<file path="config.mk">
export PLATFORM = sky130hd
export DESIGN_NAME = pipe_cla_adder
export DESIGN_NICKNAME = d
export VERILOG_FILES = /design/src/rtl/pipe_cla_adder.sv
export SDC_FILE = /design/constraint.sdc
export NUM_CORES = 1
export LEC_CHECK = 0
export ABC_AREA = 1
export CORE_UTILIZATION = 47
export DETAILED_ROUTE_END_ITERATION = 8
export PLACE_DENSITY = 0.79
export SLEW_MARGIN = 5
export SYNTH_ARGS = -nofsm -noshare
export SYNTH_HDL_FRONTEND = slang
export SYNTH_SLANG_ARGS = --single-unit
</file>
<file path="constraint.sdc">
create_clock -name clk -period 3.05 [get_ports clk]
set_clock_uncertainty 0.2 [all_clocks]
set_input_delay 0.7625 -clock clk [delete_from_list [all_inputs] [get_ports clk]]
set_output_delay 0.7625 -clock clk [all_outputs]
set_load 0.05 [all_outputs]
</file>
<file path="src/rtl/pipe_cla_adder.sv">
// Two-stage pipelined 32-bit carry-lookahead adder/subtractor with valid/ready flow control.
// S1 registers bitwise and per-group propagate/generate; S2 resolves carries and registers the result.
module pipe_cla_adder (
   input  logic        clk,
   input  logic        rst,
   input  logic        in_valid,
   output logic        in_ready,
   input  logic [31:0] a,
   input  logic [31:0] b,
   input  logic [1:0]  op,
   input  logic        carry_in,
   output logic        out_valid,
   input  logic        out_ready,
   output logic [31:0] sum,
   output logic        cout,
   output logic        ovf,
   output logic        zero
);

   localparam logic [1:0] OP_ADD = 2'b00;
   localparam logic [1:0] OP_SUB = 2'b01;
   localparam logic [1:0] OP_ADC = 2'b10;
   localparam logic [1:0] OP_SBC = 2'b11;

   function automatic logic group_gen(input logic [3:0] p, input logic [3:0] g);
      return g[3] | (p[3] & g[2]) | (p[3] & p[2] & g[1]) | (p[3] & p[2] & p[1] & g[0]);
   endfunction

   // Flattened sum-of-products per group carry, so no carry ripples group to group.
   function automatic logic [8:0] group_carries(input logic [7:0] px, input logic [7:0] gx,
                                                input logic c0);
      logic [8:0] c;
      logic       prod;
      logic       acc;
      c    = 9'd0;
      c[0] = c0;
      for (int k = 0; k < 8; k++) begin
         prod = c0;
         for (int m = 0; m <= k; m++) prod = prod & px[m];
         acc = prod;
         for (int j = 0; j <= k; j++) begin
            prod = gx[j];
            for (int m = j + 1; m <= k; m++) prod = prod & px[m];
            acc = acc | prod;
         end
         c[k+1] = acc;
      end
      return c;
   endfunction

   function automatic logic [31:0] group_sums(input logic [31:0] p, input logic [31:0] g,
                                              input logic [8:0] gc);
      logic [31:0] s;
      logic        c;
      s = 32'd0;
      c = 1'b0;
      for (int k = 0; k < 8; k++) begin
         c = gc[k];
         for (int i = 0; i < 4; i++) begin
            s[4*k+i] = p[4*k+i] ^ c;
            c        = g[4*k+i] | (p[4*k+i] & c);
         end
      end
      return s;
   endfunction

   logic [31:0] w_bx;
   logic        w_c0;
   logic [31:0] w_p;
   logic [31:0] w_g;
   logic [7:0]  w_px;
   logic [7:0]  w_gx;
   logic        w_adv1;
   logic        w_adv2;
   logic [8:0]  w_gc;
   logic [31:0] w_sum;
   logic        w_ovf;

   logic [31:0] r_p;
   logic [31:0] r_g;
   logic [7:0]  r_px;
   logic [7:0]  r_gx;
   logic        r_c0;
   logic        r_a31;
   logic        r_bx31;
   logic        r_s1_valid;
   logic        r_s2_valid;
   logic [31:0] r_sum;
   logic        r_cout;
   logic        r_ovf;
   logic        r_zero;

   always_comb begin
      w_bx = b;
      w_c0 = 1'b0;
      case (op)
         OP_ADD:  begin w_bx = b;  w_c0 = 1'b0;     end
         OP_SUB:  begin w_bx = ~b; w_c0 = 1'b1;     end
         OP_ADC:  begin w_bx = b;  w_c0 = carry_in; end
         OP_SBC:  begin w_bx = ~b; w_c0 = carry_in; end
         default: begin w_bx = b;  w_c0 = 1'b0;     end
      endcase
   end

   assign w_p = a ^ w_bx;
   assign w_g = a & w_bx;

   always_comb begin
      w_px = 8'd0;
      w_gx = 8'd0;
      for (int k = 0; k < 8; k++) begin
         w_px[k] = &w_p[4*k +: 4];
         w_gx[k] = group_gen(w_p[4*k +: 4], w_g[4*k +: 4]);
      end
   end

   assign w_adv2   = !r_s2_valid || out_ready;
   assign w_adv1   = !r_s1_valid || w_adv2;
   assign in_ready = w_adv1;

   always_ff @(posedge clk or posedge rst) begin
      if (rst) begin
         r_s1_valid <= 1'b0;
      end else if (w_adv1) begin
         r_s1_valid <= in_valid;
      end
   end

   // S1 payload carries no reset; only its valid bit qualifies it.
   always_ff @(posedge clk) begin
      if (w_adv1 && in_valid) begin
         r_p    <= w_p;
         r_g    <= w_g;
         r_px   <= w_px;
         r_gx   <= w_gx;
         r_c0   <= w_c0;
         r_a31  <= a[31];
         r_bx31 <= w_bx[31];
      end
   end

   assign w_gc  = group_carries(r_px, r_gx, r_c0);
   assign w_sum = group_sums(r_p, r_g, w_gc);
   assign w_ovf = (r_a31 == r_bx31) && (w_sum[31] != r_a31);

   always_ff @(posedge clk or posedge rst) begin
      if (rst) begin
         r_s2_valid <= 1'b0;
         r_sum      <= 32'd0;
         r_cout     <= 1'b0;
         r_ovf      <= 1'b0;
         r_zero     <= 1'b0;
      end else if (w_adv2) begin
         r_s2_valid <= r_s1_valid;
         if (r_s1_valid) begin
            r_sum  <= w_sum;
            r_cout <= w_gc[8];
            r_ovf  <= w_ovf;
            r_zero <= (w_sum == 32'd0);
         end
      end
   end

   assign out_valid = r_s2_valid;
   assign sum       = r_sum;
   assign cout      = r_cout;
   assign ovf       = r_ovf;
   assign zero      = r_zero;

endmodule
</file>
==> flow_metrics.tcl, run 1 <==
set metrics [dict create \
    status "finished, final reports clean" \
    path_class "register to register" \
    synth_cells 464 \
    multi_input_area_um2 2310 \
    post-route-period-util_pct 99.9 \
    p_per_area_nw_per_um2 699 \
    fin_cells 738 \
    grt_use_met3_pct 2.93 \
    start_util_pct 49.0 \
    arrival_ps 3140 \
    rows 38 \
    worstReg2RegEnd "zero" \
    wl_per_cell_um 15.9 \
    fp.coreArea_um2 11000 \
    seq_area_frac_synth_pct 58.8 \
    timing.final.crit_period_ps 3050 \
    first_global_vias 3795 \
    reg2reg_from "r_px[4]" \
    crit_path_max_incr_delay_ps 390 \
    met2_usage_pct 35.7 \
    area_growth_syn_to_layout_pct 36.7 \
    route.antenna.remaining_nets 0 \
    antenna_found_initial 0 \
    hpwl_um 8140 \
    maxSlewHeadroom_pct 65.5 \
    synth.distinct_cells 24 \
    io_buffers 107 \
    startpoint_type "register" \
    setup_viol 0 \
    die-width_um 109 \
    timing.final.max_slew_violations 0 \
    top_usage_layer "met2" \
    endpoint_kind "register" \
    whs_ps 291 \
    overflow 0 \
    cts_made_buffers 9 \
    grt_max_degree 76 \
    path_delay_family "simple AND/OR/NAND/NOR gates" \
    crit_buf_inv 2 \
    drc 0 \
    grt_pass1_wl_um 17900 \
    place_inst 713 \
    die_height_um 109 \
    min_from "sum[14]" \
    syn_nets 591 \
    drive_gt1_share_pct 18.6 \
    p_leak_uw 0.00312 \
    cts_tree "yes" \
    drv_cap 0 \
    track_usage_pct 20.4 \
    ctsHoldBuffers 0 \
    hold_depth 2 \
    worstMarginPinSlew_ps 516 \
    clk_pin_slew_ps 70 \
    cts-root-buf "clkbuf_16" \
    hold_end "sum[14]" \
    viasPerCell 5.15 \
    ys_ff_latch 112 \
    drtIter0Drc 150 \
    ir_drop_uv 496 \
    rsz0062_at_grt "yes" \
    num-fill-cells 809 \
    crit_slowest_cell "edfxtp_1" \
    numClockSinks 112 \
    dr_total_vias 3800 \
    worst-r2r-cell-count 17 \
    max_freq_ghz 0.328 \
    io_pins 108 \
    hold_path.class "register to register" \
    path_cells "nand2_1 -> inv_1 -> a21oi_2 -> nand2_2 -> buf_4 -> or2_4 -> ha_2 -> or2_4 -> ha_2 -> or2_4 -> ha_4 -> nor2_4 -> xor2_2 -> nand2_2 -> nor3_4 -> nand4_1 -> nand2_1" \
    r2r_slack_ps 3 \
    use_met1_pct 25.6 \
    ff_latch_area_um2 3180 \
    syn_area_per_cell_um2 11.7 \
    die-area_um2 11900 \
    drt_pass1_iterations 4 \
    netlist_area_um2 5410 \
    hold_violations 0 \
    wl_um 11700 \
    cts-htree-levels 3 \
    diodes 0 \
    crit_fanout 2 \
    insertion_delay_ps 350 \
    worst_path_most_repeated_cell "or2_4" \
    place.gp.congestion 0.811 \
    worst-endpoint-required_ps 3140 \
    nets 720 \
    clockBufferDepth 2 \
    yosys_warnings 0 \
]
## metrics by stage
step	setup WS, ps	utilization [%]	area [um^2]	total power [uW]	setup TNS (ps)
after floorplan	57.1	-	5420	3160	0
after global placement	-58.3	61.2	6750	3770	-58.3
after detailed placement	-247	61.2	6750	3820	-365
after CTS	-78.4	66.3	7320	5140	-78.4
after global routing	-130	67.0	7390	5400	-130
final	2.66	67.0	7390	5170	0
## routing by layer
metal | vias up | routed length (um)
li1 | 1842 | -
met1 | 1825 | 4870
met2 | 120 | 6000
met3 | 13 | 629
met4 | 0 | 195
met5 | - | 0
## registers in the layout, summed over array words and instances (netlist names), 8 cells and up
signal,count
r_p,32
sum,32
r_g,24
r_gx,8
r_px,8
## worst max path at each step
stage / start / end / slack, ps / cells past startpoint
6_report: r_px[4] / zero / 3 / 17
5_1_grt: r_c0 / zero / -130 / 17
4_1_cts: r_px[1] / zero / -80 / 17
3_5_place_dp: r_c0 / zero / -250 / 17
3_3_place_gp: r_c0 / zero / -60 / 17
2_1_floorplan: out_ready / r_a31 / 60 / 4
## cells in the final DEF, fill, tap and decap left out, types with 14 or more instances in the layout
cell               n
inv_1             26
nand2_1           81
buf_4             17
edfxtp_1          75
clkdlybuf4s50_1  105
dfrtp_1           37
nand4_1           14
ha_1              43
o21ai_1           23
nand3_1           17
nor2_1            17
xor2_1            33
## cell usage after synthesis (all sizes together)
master,number,area [um^2]
dfrtp,37,926
nand2,87,327
buf,10,50.1
nand4,14,87.6
or2,20,125
mux2,1,11.3
xnor2,5,43.8
a21o,1,7.51
ha,56,701
xor2,35,307
o21ai,28,151
a21boi,1,7.51
nor2,25,93.8
nand3,20,100
a21oi,12,71.3
inv,35,131
edfxtp,75,2250
nor3,2,15.0
## logic make-up (layout without fill, tap and decap cells)
kind of cell / count (synthesis) / after routing / synth area share (%)
DFF: 112 / 112 / 58.8
muxes: 1 / 1 / 0.208
xor gates and xnor gates: 40 / 40 / 6.48
buffers and inverters: 45 / 179 / 3.36
and+or+nand+nor: 168 / 168 / 13.8
AOI/OAI and AO/OA: 42 / 42 / 4.40
adders and majority gates: 56 / 56 / 13.0
## where the power goes
group          internal, uW  switching [uW]
clock network           671             551
logic                   718            1140
registers              1930             153
total                  3320            1850
## final cells by class
type	count	area share [%]
Clock buffer	10	3.23
Clock inverter	6	1.02
Inverter	35	1.83
Multi-Input combinational cell	307	31.3
Sequential cell	112	43.0
Tap cell	140	2.37
Timing Repair Buffer	128	17.2
## what timing repair did
action,4_1_cts,5_1_grt
setup buffers,8,2
endpoints found under the setup margin,3,7
gates resized for setup,43,21
pin swaps,28,22
cloned,0,0
hold endpoints to repair,0,0
## worst register-to-register path, cell delays in order, from the launching register on
cell	delay [ps]
edfxtp_1	390
nand2_1	100
inv_1	60
a21oi_2	140
nand2_2	70
buf_4	130
or2_4	220
ha_2	160
or2_4	240
ha_2	160
or2_4	250
ha_4	160
nor2_4	110
xor2_2	180
nand2_2	100
nor3_4	140
nand4_1	110
nand2_1	70
Note: power is estimated with default switching activity, not from simulation.
==> inputs of run 2 (changes only) <==
--- a/config.mk
+++ b/config.mk
@@ -5,7 +5,7 @@
 export SDC_FILE = /design/constraint.sdc
 export NUM_CORES = 1
 export LEC_CHECK = 0
-export ABC_AREA = 1
+export ABC_AREA = 0
 export CORE_UTILIZATION = 47
 export DETAILED_ROUTE_END_ITERATION = 8
 export PLACE_DENSITY = 0.79
==> run 2 against run 1 <==
Effect of this change: the flow now finishes with violations (negative setup slack); routed wire length is 1.5% higher; synthesized cell count is 22% lower; core utilization is 0.42 points higher; first-iteration DRC count is 3.3% lower; sequential share of layout area is 0.27 points lower; die area is 0.27% lower; via count is 11% lower; largest cell class unchanged; highest routed layer unchanged.
==> flow_metrics.tcl, run 2 <==
set metrics [dict create \
    antenna_found_initial 0 \
    synthAdderAreaFrac_pct 13.0 \
    grt_pass1_wl_um 17800 \
    cts_tree "yes" \
    ys.flop_type "edfxtp_1" \
    drive_gt1_share_pct 25.0 \
    r2r_slack_ps -100 \
    ys_ff_latch 112 \
    yosys-top-cells-count "edfxtp_1, ha_1, dfrtp_1, xor2_1, mux2_4" \
    hold_violations 0 \
    fp.coreArea_um2 11000 \
    synth_most_common_cell "edfxtp_1" \
    io_pins 108 \
    diodes 0 \
    crit_slowest_cell "edfxtp_1" \
    startpoint_type "register" \
    worstReg2RegEnd "zero" \
    path_cells "a21o_1 -> a31oi_4 -> buf_6 -> o21ai_2 -> ha_2 -> or2_4 -> ha_2 -> or2_4 -> ha_4 -> nor4_4 -> buf_4 -> nand4_1 -> nor3_2 -> a32o_1" \
    hold_path.class "register to register" \
    seq_area_frac_synth_pct 58.9 \
    route.antenna.remaining_nets 0 \
    ir_drop_uv 421 \
    p_per_area_nw_per_um2 692 \
    design_area_um2 7440 \
    synth_edf_count 75 \
    max_freq_ghz 0.317 \
    power_uw 5150 \
    crit_fanout 2 \
    synth-simple-area-share_pct 9.10 \
    ctsHoldBuffers 0 \
    hpwl_um 8040 \
    numClockSinks 112 \
    drt_pass1_iterations 5 \
    syn_nets 491 \
    yosys_warnings 0 \
    final_common_cell "clkdlybuf4s50_1" \
    status "finished with violations" \
    track_usage_pct 20.4 \
    maxSlewHeadroom_pct 63.9 \
    grt_max_degree 76 \
    synthXorXnorAreaFrac_pct 6.50 \
    final_cell_mix "clkdlybuf4s50_1, edfxtp_1, ha_1" \
    fin_cells 640 \
    synth_top_family_by_area "adder cells" \
    hold_end "sum[23]" \
    dr_total_vias 3393 \
    drc 0 \
    rows 38 \
    worstMarginPinSlew_ps 540 \
    first_global_vias 3439 \
    die-area_um2 11900 \
    arrival_ps 3220 \
    cts-htree-levels 3 \
    drv_cap 0 \
    setup_slack_ps -99.7 \
    crit_path_max_incr_delay_ps 380 \
    area_growth_syn_to_layout_pct 37.9 \
    dpl_cell_area_um2 6710 \
    endpoint_kind "register" \
    insertion_delay_ps 340 \
    clockBufferDepth 2 \
    start_util_pct 48.9 \
    reg2reg_from "r_px[0]" \
    cts_made_buffers 9 \
    setup_viol 2 \
    rsz0062_at_grt "yes" \
    wl_um 11900 \
    hold_depth 2 \
    post-route-period-util_pct 103 \
    yosys.area.top_type "edfxtp_1" \
    synth_compound_area_share_pct 3.74 \
    overflow 0 \
    worst-endpoint-required_ps 3120 \
    synth_cells 364 \
    nets 622 \
    cts-root-buf "clkbuf_16" \
    die_height_um 109 \
    finalSetupTns_ps -104 \
    die-width_um 109 \
    async_flop_share_pct 33.0 \
    place_inst 616 \
    failed_checks "negative setup slack" \
    clk_pin_slew_ps 70 \
    timing.final.crit_period_ps 3150 \
    syn_area_per_cell_um2 14.8 \
    min_from "sum[23]" \
    synthMuxAreaShare_pct 7.24 \
    io_buffers 107 \
    netlist_area_um2 5390 \
    synth_top_area_share_pct 41.8 \
    whs_ps 306 \
    path_class "register to register" \
    p_leak_uw 0.00296 \
    synth.distinct_cells 35 \
    worst-r2r-cell-count 14 \
    drtIter0Drc 145 \
    place.gp.congestion 0.803 \
    viasPerCell 5.30 \
    wl_per_cell_um 18.6 \
    ys_top_cells_by_area "edfxtp_1, dfrtp_1, ha_1" \
    timing.final.max_slew_violations 0 \
]
[run 2: kinds of logic after synthesis]
| group | Yosys count |
|---|---|
| AO/OA/AOI/OAI | 35 |
| multiplexers | 29 |
| XOR/XNOR | 40 |
| adder cells (fa/ha/maj) | 56 |
| flip-flops | 112 |
| buffers and inverters | 11 |
| AND/OR/NAND/NOR | 81 |
[run 2: cell type report]
type | count | area (um^2)
clock buffers | 10 | 239
clock inverters | 6 | 92.6
fillers | 760 | 3590
inverters | 3 | 11.3
multi-input cells | 241 | 2470
flip-flops and latches | 112 | 3180
well taps | 140 | 175
repair buffers | 128 | 1270
[run 2: through the flow]
step,setup WS (ps),utilization [%]
final,-99.7,67.4
after global placement,-220,60.8
after floorplan,31.9,-
after global routing,-193,67.4
after CTS,-255,65.4
after detailed placement,-305,60.8
[run 2: worst max-delay path: cells and delay by family (launching register included)]
kind | cells | cell delay, ps
buffers and inverters | 2 | 290
adder cells (fa/ha/maj) | 3 | 590
AO/OA/AOI/OAI | 4 | 660
flip-flops | 1 | 380
AND/OR/NAND/NOR | 5 | 960
[run 2: what timing repair did]
item	CTS	global route
setup endpoints to repair	3	9
pin swaps	18	35
buffers inserted	4	4
gates resized for setup	24	38
[run 2: where the power goes]
part | switching [uW] | internal (uW) | total, uW
logic | 1030 | 795 | 1820
registers | 149 | 1900 | 2050
clock network | 527 | 745 | 1270
total | 1700 | 3440 | 5150
[run 2: worst max path at each step]
stage            to  startpoint  slack (ps)
3_3_place_gp   zero        r_c0        -220
4_1_cts        zero        r_c0        -250
3_5_place_dp   zero     r_px[0]        -310
2_1_floorplan  zero        r_c0          30
6_report       zero     r_px[0]        -100
5_1_grt        zero     r_px[2]        -190
[run 2: metal layers]
metal	global-route usage [%]	up-vias	routed length, um
li1	-	1600	-
met1	25.0	1659	4920
met2	36.4	122	6230
met3	3.35	12	568
met4	6.66	0	159
met5	0	-	0
